**src/rtl/instr_cache.sv**
```systemverilog
// Direct-mapped read-only instruction cache: zero-latency hits, whole-line refill on a miss.
// The refill takes one beat per word, in order, from main memory.
module instr_cache #(
  parameter int ADDR_WIDTH  = 64,
  parameter int INSTR_WIDTH = 32,
  parameter int SET_COUNT   = 16,
  parameter int BLOCK_WORDS = 8
) (
  input  logic                   i_clk,
  input  logic                   i_arst,
  input  logic                   i_fetch_req,
  input  logic [ADDR_WIDTH-1:0]  i_addr,
  input  logic                   i_invalidate,
  output logic [INSTR_WIDTH-1:0] o_instruction,
  output logic                   o_hit,
  output logic                   o_stall,
  output logic                   o_mem_req,
  output logic [ADDR_WIDTH-1:0]  o_mem_addr,
  input  logic                   i_mem_valid,
  input  logic [INSTR_WIDTH-1:0] i_mem_data
);

  localparam int IDX   = $clog2(SET_COUNT);
  localparam int WRD   = $clog2(BLOCK_WORDS);
  localparam int TAG_W = ADDR_WIDTH - IDX - WRD - 2;

  typedef enum logic [0:0] {IDLE = 1'b0, REFILL = 1'b1} state_t;

  state_t                 state_r;
  logic [SET_COUNT-1:0]   valid_r;
  logic [TAG_W-1:0]       tag_arr_r  [SET_COUNT];
  logic [INSTR_WIDTH-1:0] data_arr_r [SET_COUNT*BLOCK_WORDS];
  logic [WRD-1:0]         cnt_r;
  logic                   pend_inv_r;
  logic [ADDR_WIDTH-1:0]  mem_addr_r;
  logic [IDX-1:0]         fill_idx_r;

  logic [WRD-1:0]         word_s;
  logic [IDX-1:0]         idx_s;
  logic [TAG_W-1:0]       tag_s;
  logic                   hit_s;
  logic [INSTR_WIDTH-1:0] instr_s;
  logic                   last_beat_s;
  logic                   unused_s;

  assign word_s      = i_addr[WRD+1:2];
  assign idx_s       = i_addr[WRD+IDX+1:WRD+2];
  assign tag_s       = i_addr[ADDR_WIDTH-1:WRD+IDX+2];
  assign last_beat_s = i_mem_valid && (cnt_r == WRD'(BLOCK_WORDS - 1));
  assign unused_s    = ^i_addr[1:0];

  // Lookup: only an idle cache can hit, and a concurrent invalidate forces a miss
  always_comb begin
    hit_s   = 1'b0;
    instr_s = '0;
    if ((state_r == IDLE) && i_fetch_req && !i_invalidate &&
        valid_r[idx_s] && (tag_arr_r[idx_s] == tag_s)) begin
      hit_s   = 1'b1;
      instr_s = data_arr_r[{idx_s, word_s}];
    end else begin
      hit_s   = 1'b0;
      instr_s = '0;
    end
  end

  assign o_hit         = hit_s;
  assign o_instruction = instr_s;
  assign o_stall       = i_fetch_req & ~hit_s;
  assign o_mem_req     = (state_r == REFILL);
  assign o_mem_addr    = mem_addr_r;

  // Control FSM: miss detection, beat counting, valid bits and deferred invalidation
  always_ff @(posedge i_clk or posedge i_arst) begin
    if (i_arst) begin
      state_r    <= IDLE;
      valid_r    <= '0;
      cnt_r      <= '0;
      pend_inv_r <= 1'b0;
      mem_addr_r <= '0;
      fill_idx_r <= '0;
    end else begin
      case (state_r)
        IDLE: begin
          pend_inv_r <= 1'b0;
          if (i_invalidate) begin
            valid_r <= '0;
          end else if (i_fetch_req && !hit_s) begin
            mem_addr_r <= {i_addr[ADDR_WIDTH-1:WRD+2], (WRD+2)'(0)};
            fill_idx_r <= idx_s;
            cnt_r      <= '0;
            state_r    <= REFILL;
          end
        end
        REFILL: begin
          if (i_mem_valid) begin
            cnt_r <= cnt_r + WRD'(1);
          end
          // An invalidate seen at any point of the refill also kills the line being filled
          if (last_beat_s) begin
            state_r    <= IDLE;
            pend_inv_r <= 1'b0;
            if (pend_inv_r || i_invalidate) begin
              valid_r <= '0;
            end else begin
              valid_r[fill_idx_r] <= 1'b1;
            end
          end else if (i_invalidate) begin
            pend_inv_r <= 1'b1;
          end
        end
        default: begin
          state_r <= IDLE;
        end
      endcase
    end
  end

  // Tag and data storage, written only by refill beats; intentionally not reset
  always_ff @(posedge i_clk) begin
    if ((state_r == REFILL) && i_mem_valid) begin
      data_arr_r[{fill_idx_r, cnt_r}] <= i_mem_data;
      if (last_beat_s) begin
        tag_arr_r[fill_idx_r] <= mem_addr_r[ADDR_WIDTH-1:WRD+IDX+2];
      end
    end
  end

endmodule

```
**config.mk**
```make
export PLATFORM = sky130hd
export DESIGN_NAME = instr_cache
export DESIGN_NICKNAME = d
export VERILOG_FILES = /design/src/rtl/instr_cache.sv
export SDC_FILE = /design/constraint.sdc
export NUM_CORES = 2
export LEC_CHECK = 0
export BUFFER_PORTS_ARGS = -buffer_cell sky130_fd_sc_hd__clkbuf_2
export CAP_MARGIN = 20
export CORE_UTILIZATION = 40
export CTS_CLUSTER_SIZE = 16
export DETAILED_ROUTE_END_ITERATION = 8
export GPL_ROUTABILITY_DRIVEN = 0
export GPL_TIMING_DRIVEN = 1
export HOLD_SLACK_MARGIN = 0.12
export PLACE_DENSITY = 0.57
export SYNTH_ARGS = -nofsm -noshare
export SYNTH_HDL_FRONTEND = slang
export SYNTH_MEMORY_MAX_BITS = 65536
export SYNTH_SLANG_ARGS = --single-unit
```
**constraint.sdc**
```tcl
create_clock -name i_clk -period 4.9 [get_ports i_clk]
set_input_delay 0.49 -clock i_clk [delete_from_list [all_inputs] [get_ports i_clk]]
set_output_delay 0.49 -clock i_clk [all_outputs]
set_load 0.02 [all_outputs]
```
Yosys cells after proc, flatten, opt, wreduce, memory -nomap -nowiden
Memory sizes are Yosys's and may differ from the RTL's. Cells that the tools add are included.

Register bits: 84. Input port bits: 101. Memories kept: 2. Memory bits (writable): 4976.

Memory list: data_arr_r (words 128, width 32, rd ports 1, clocked after memory_dff 0, wr ports 1, RTL line 32) `logic [INSTR_WIDTH-1:0] data_arr_r [SET_COUNT*BLOCK_WORDS];`; tag_arr_r (words 16, width 55, rd ports 1, clocked after memory_dff 0, wr ports 1, RTL line 31) `logic [TAG_W-1:0] tag_arr_r [SET_COUNT];`.

Multiplexer cells: 26. $add $sub $neg: 1. Order comparisons: 3. Bitwise gates (word level): 5. Reductions and logical operators: 14. Eq/ne operators: 8.

Operators with widths (number): 55-bit equality test (1); 16-bit 2-to-1 mux (3); 32-bit 2-to-1 mux (1); 16-bit one-hot mux with 2 select lines (1); 16-bit OR (1); 1-bit 2-to-1 mux (13); 4-bit by 5-bit less-than comparator with 1-bit output (second input constant) (2); 3-bit 2-to-1 mux (3); 1-bit logical AND (8); 2-bit inequality test (second input constant) (3); 3-bit one-hot mux with 2 select lines (1); 3-bit AND reduction (2); 1-bit binary-select mux with 4-bit select (1); 1-bit demux with 4-bit select (1); 4-bit by 1-bit >= comparator with 1-bit output (second input constant) (1); 2-bit by 1-bit inequality test with 1-bit output (second input constant) (2); 1-bit one-hot mux with 2 select lines (2); 3-bit by 1-bit adder with 3-bit output (second input constant) (1); 3-bit equality test (second input constant) (1); 3-bit by 2-bit inequality test with 1-bit output (second input constant) (1); 1-bit NOT (3); 1-bit zero test (2); 2-bit AND reduction (1); 1-bit bitwise AND (1); 1-bit logical OR (1).

Logic depth before layout (Yosys ltp)
Word-level depth: 11. Gate-level depth with buffers: 15. Gate-level depth less buffers: 9.

Least setup slack after synthesis
Ideal clock, no wire load.

Path type: input -> output. From: input port i_addr[5]. To: output port o_instruction[10]. Arrival time: 3650 ps. Stages: 12. Buffers on the path: 8. Slack: 760 ps. Data required time: 4410 ps. Cells stage by stage: buf_6 -> buf_4 -> buf_4 -> buf_4 -> buf_2 -> buf_2 -> buf_2 -> buf_1 -> mux4_2 -> mux4_2 -> nand2_1 -> a21oi_1.

Longest elaborated chain between the ends: 5. Elaborated cells between the ends (all ways): 8.

Ends and longest elaborated chain: start, declared (RTL line 12) `input logic [ADDR_WIDTH-1:0] i_addr,`; branches (longest 4 deep; another with memory read 16 x 55 bit); 32-bit 2-to-1 mux (*) (RTL line 56) `if ((state_r == IDLE) && i_fetch_req && !i_invalidate &&`; end, declared (RTL line 14) `output logic [INSTR_WIDTH-1:0] o_instruction,`.

Mark *: on every way between the ends. The select of a mux whose other input is x is not followed.

Final worst setup path
From: memory tag_arr_r[9][40] (netlist bit). To: output port o_instruction[9].

Longest elaborated chain between the ends: 4.

Ends and longest elaborated chain: start, declared (RTL line 31); memory read 16 x 55 bit; 55-bit equality test (RTL line 57) `valid_r[idx_s] && (tag_arr_r[idx_s] == tag_s)) begin`; 1-bit logical AND (RTL line 57); 32-bit 2-to-1 mux (RTL line 56).

No other way between the ends.

==> results.toml <==
[timing]
clock.fmax_mhz = 204
period_minus_slack_ns = 4.91
tightest_slew_ns = 1.11
layout_setup_ws_ns = -0.00661
fin_skew_ns = 0.113
rsz0062_at_grt = "true"
maxSlewViolCount = 0
timing.final.crit_share_pct = 100
hold_viol = 0
setup_viol = 1
relSlewSlack_pct = 26.1
whs_ns = 0.279

[floorplan]
die_w_microns = 698
pin_count = 200
rows = 255
die_y_microns = 698
die-area_sq_um = 487000
initial_core_util_pct = 40.2
core-area_sq_um = 482000

[detailed_routing]
drc = 0
routed_wirelength_microns = 522000
drtAntennaViolNets = 0
firstDrtPassIters = 6
vias = 90208
avgRoutedWirePerCell_microns = 33.4
vias_per_cell = 5.78
drt-initial-drc-count = 10630

[pwr]
powerDensity_nw_per_um2 = 431
switching_share_pct = 23.7
vdd_drop_max_uv = 407
p_int_mw = 74.0
clockPowerShare_pct = 39.7
p_switching_mw = 23.0
p_comb_share_pct = 7.6
leakage_nw = 70.3
p_seq_share_pct = 52.6

[place]
io_buffers = 192
place_area_sq_um = 207000
dpl.hpwl_microns = 299000

[grt]
grt_max_degree = 88
grt.met2_usage_pct = 34.0
grt_first_pass_wirelength_microns = 728000
antenna_found_initial = 49
grt_overflow = 0
grt_pass1_vias = 92537
grt.met1_usage_pct = 29.3
grtUsageMet3_pct = 5.63
busiest_layer = "met2"
grt_usage_pct = 21.2

[cts]
clk_latency_ns = 1.11
clk_pin_slew_ns = 0.06
clock_path_buffers = 4
cts_buffers = 535
clock-root-buffer = "clkbuf_16"
cts_tree = "built"
cts_max_level = 6
cts_num_sinks = 5056

[cells_and_area]
drive_gt1_share_pct = 35.0
fill_cells = 39044
area_growth_pct = 16.2
stdcell_area_sq_um = 225000
nets = 8841

[critical_path]
crit_required_ns = 4.41
path_buf_inv = 3
reg2reg_slack_ns = 1.07
r2r-end = "o_mem_addr[57]"
cp_max_fo = 6
cp_top_family = "compound AO/OA/AOI/OAI gates"
reg2reg_depth = 10
worstSetupPathType = "flop to output port"
setup.worst_path.start_class = "flop"
endpoint_kind = "output port"
rr_startpoint = "tag_arr_r[5][9]"
crit_slowest_cell = "mux4_2"
worstPathArrival_ns = 4.42
cp_slowest_stage_delay_ns = 0.47
crit_chain = "mux4_2 > mux2i_1 > xor2_2 > a41oi_4 > a2111oi_0 > and4b_1 > nand4_1 > buf_12 > buf_16 > a21oi_4 > buf_8"

[synth]
syn_inst = 7851
synth-seq-area-share_pct = 78.1
ys.flop_type = "edfxtp_1"
avgSynthCellArea_sq_um = 24.7
yosysWarnings = 0
ys_ff_latch = 5056
synth_edf_count = 4976
async_reset_ff_share_pct = 1.58
syn_area_sq_um = 194000
ys_types = 72

[hold_path]
hp-class = "input port to flop"
hold_end = "o_mem_addr[33]"
min_from = "i_addr[33]"
hold_depth = 3

[outcome]
status = "finished, violations left"
violations = "setup timing"

[flow_run]
maxCapViolations = 0
==> layout make-up <==
cell class,count,area (sq um),share of cell area [%]
clock buffer,688,14200,6.32
sequential,5056,151000,67.2
inverter,15,66.3,0.0294
tap,6425,8040,3.57
multi-input combinational,2367,42100,18.7
antenna,12,30.0,0.0133
clock inverter,277,2270,1.01
timing repair buffer,763,7200,3.20
==> power by group through the flow <==
stage | Sequential [mW] | Clock (mW) | Combinational (mW)
2_1_floorplan | 51.6 | 0 | 3.42
3_3_place_gp | 51.7 | 0 | 7.22
3_5_place_dp | 51.9 | 0 | 7.32
4_1_cts | 51.0 | 39.2 | 7.44
5_1_grt | 51.2 | 40.8 | 7.76
6_report | 51.1 | 38.6 | 7.41
==> routing by layer <==
metal / up-vias / wire length (microns)
li1: 35875 / -
met1: 49879 / 212000
met2: 3793 / 250000
met3: 635 / 48400
met4: 26 / 10200
met5: - / 255
==> cells in the final DEF (no fill, tap or decap), drive strengths merged, types with 7 or more instances in the layout <==
master	n
a31oi	13
nor3	16
mux2	66
xor2	24
nand4	12
dfrtp	80
a21oi	56
edfxtp	4976
xnor2	56
mux2i	93
bufinv	23
and2	7
nor4	8
nand2	120
diode	12
o21ai	11
clkbuf	823
mux4	1563
nor2	196
and3	8
nor3b	8
dlygate4sd3	91
nor2b	12
clkinv	210
a22oi	12
nand3	23
inv	54
buf	537
==> tightest hold or removal path, stage by stage <==
cell and delay (ns):
dlygate4sd3_1 0.53, clkbuf_2 0.13, mux2_1 0.12
==> registers in the layout (all words and copies together) (netlist names) <==
name	cells
tag_arr_r	880
pend_inv_r	1
cnt_r	3
o_mem_addr	56
data_arr_r	4096
o_mem_req	1
valid_r	16
fill_idx_r	3
==> metrics by stage <==
| stage | total power, mW | cells | worst slack (ns) | setup TNS [ns] | util, % |
|---|---|---|---|---|---|
| 2_1_floorplan | 55.0 | 7855 | 0.760 | 0 | - |
| 3_3_place_gp | 59.0 | 14551 | 0.0462 | 0 | 42.9 |
| 3_5_place_dp | 59.3 | 14552 | 0.0764 | 0 | 42.9 |
| 4_1_cts | 97.7 | 15597 | -0.0743 | -0.645 | 46.7 |
| 5_1_grt | 99.8 | 15593 | -0.146 | -1.84 | 46.7 |
| 6_report | 97.0 | 15603 | -0.00661 | -0.00661 | 46.7 |
==> repair_timing <==
action	CTS	global route
hold buffers	91	0
gates resized for setup	133	31
pin swaps	4	3
endpoints found under the setup margin	34	34
buffers inserted	4	0
cloned	4	0
hold endpoints to repair	1952	0
==> synthesized netlist by cell type, drive strengths merged, types with 2 or more instances <==
| library cell | n | area [sq um] |
|---|---|---|
| nor4b | 2 | 23.8 |
| o22ai | 2 | 12.5 |
| a211oi | 3 | 22.5 |
| dfrtp | 80 | 2000 |
| and2 | 7 | 45.1 |
| a31oi | 13 | 81.3 |
| clkbuf | 299 | 1130 |
| xor2 | 24 | 210 |
| a21oi | 56 | 284 |
| inv | 15 | 56.3 |
| or3 | 4 | 25.0 |
| nor4 | 8 | 50.1 |
| o21ai | 11 | 55.1 |
| ha | 2 | 25.0 |
| nand3 | 23 | 115 |
| nand3b | 4 | 30.0 |
| nand4 | 12 | 75.1 |
| nand2 | 120 | 450 |
| edfxtp | 4976 | 149000 |
| mux2i | 93 | 931 |
| o211ai | 2 | 15.0 |
| o2111ai | 3 | 26.3 |
| a2111oi | 4 | 42.5 |
| and4b | 2 | 20.0 |
| and3 | 8 | 50.1 |
| xnor2 | 56 | 490 |
| buf | 118 | 776 |
| mux2 | 66 | 878 |
| nor2 | 196 | 736 |
| nand2b | 3 | 18.8 |
| a311oi | 2 | 17.5 |
| o41ai | 4 | 53.8 |
| a22oi | 12 | 90.1 |
| mux4 | 1563 | 35200 |
| nor3 | 16 | 80.1 |
| or4 | 2 | 15.0 |
| nor2b | 12 | 75.1 |
| nor3b | 8 | 60.1 |
| or2 | 2 | 12.5 |
==> worst max path at each step <==
stage | startpoint | to | slack [ns] | depth (start not counted)
after floorplan | i_addr[5] | o_instruction[10] | 0.76 | 12
final | tag_arr_r[9][40] | o_instruction[9] | -0.007 | 11
after global routing | tag_arr_r[13][40] | o_instruction[9] | -0.15 | 11
after detailed placement | i_addr[6] | o_instruction[15] | 0.08 | 12
after global placement | i_addr[6] | o_instruction[16] | 0.05 | 12
after CTS | tag_arr_r[7][36] | o_instruction[21] | -0.07 | 12
==> kinds of logic (layout without fill, tap and decap cells) <==
kind of cell	count (synthesis)	in the layout	synth area share [%]
other	1	17	0.00193
buffers and inverters	432	1743	1.01
xor gates and xnor gates	80	80	0.361
DFF	5056	5056	78.1
adders and majority gates	2	2	0.0129
AOI/OAI and AO/OA	124	124	0.416
muxes	1722	1722	19.1
and+or+nand+nor	434	434	0.995
Power figures use the tool's default switching activity.
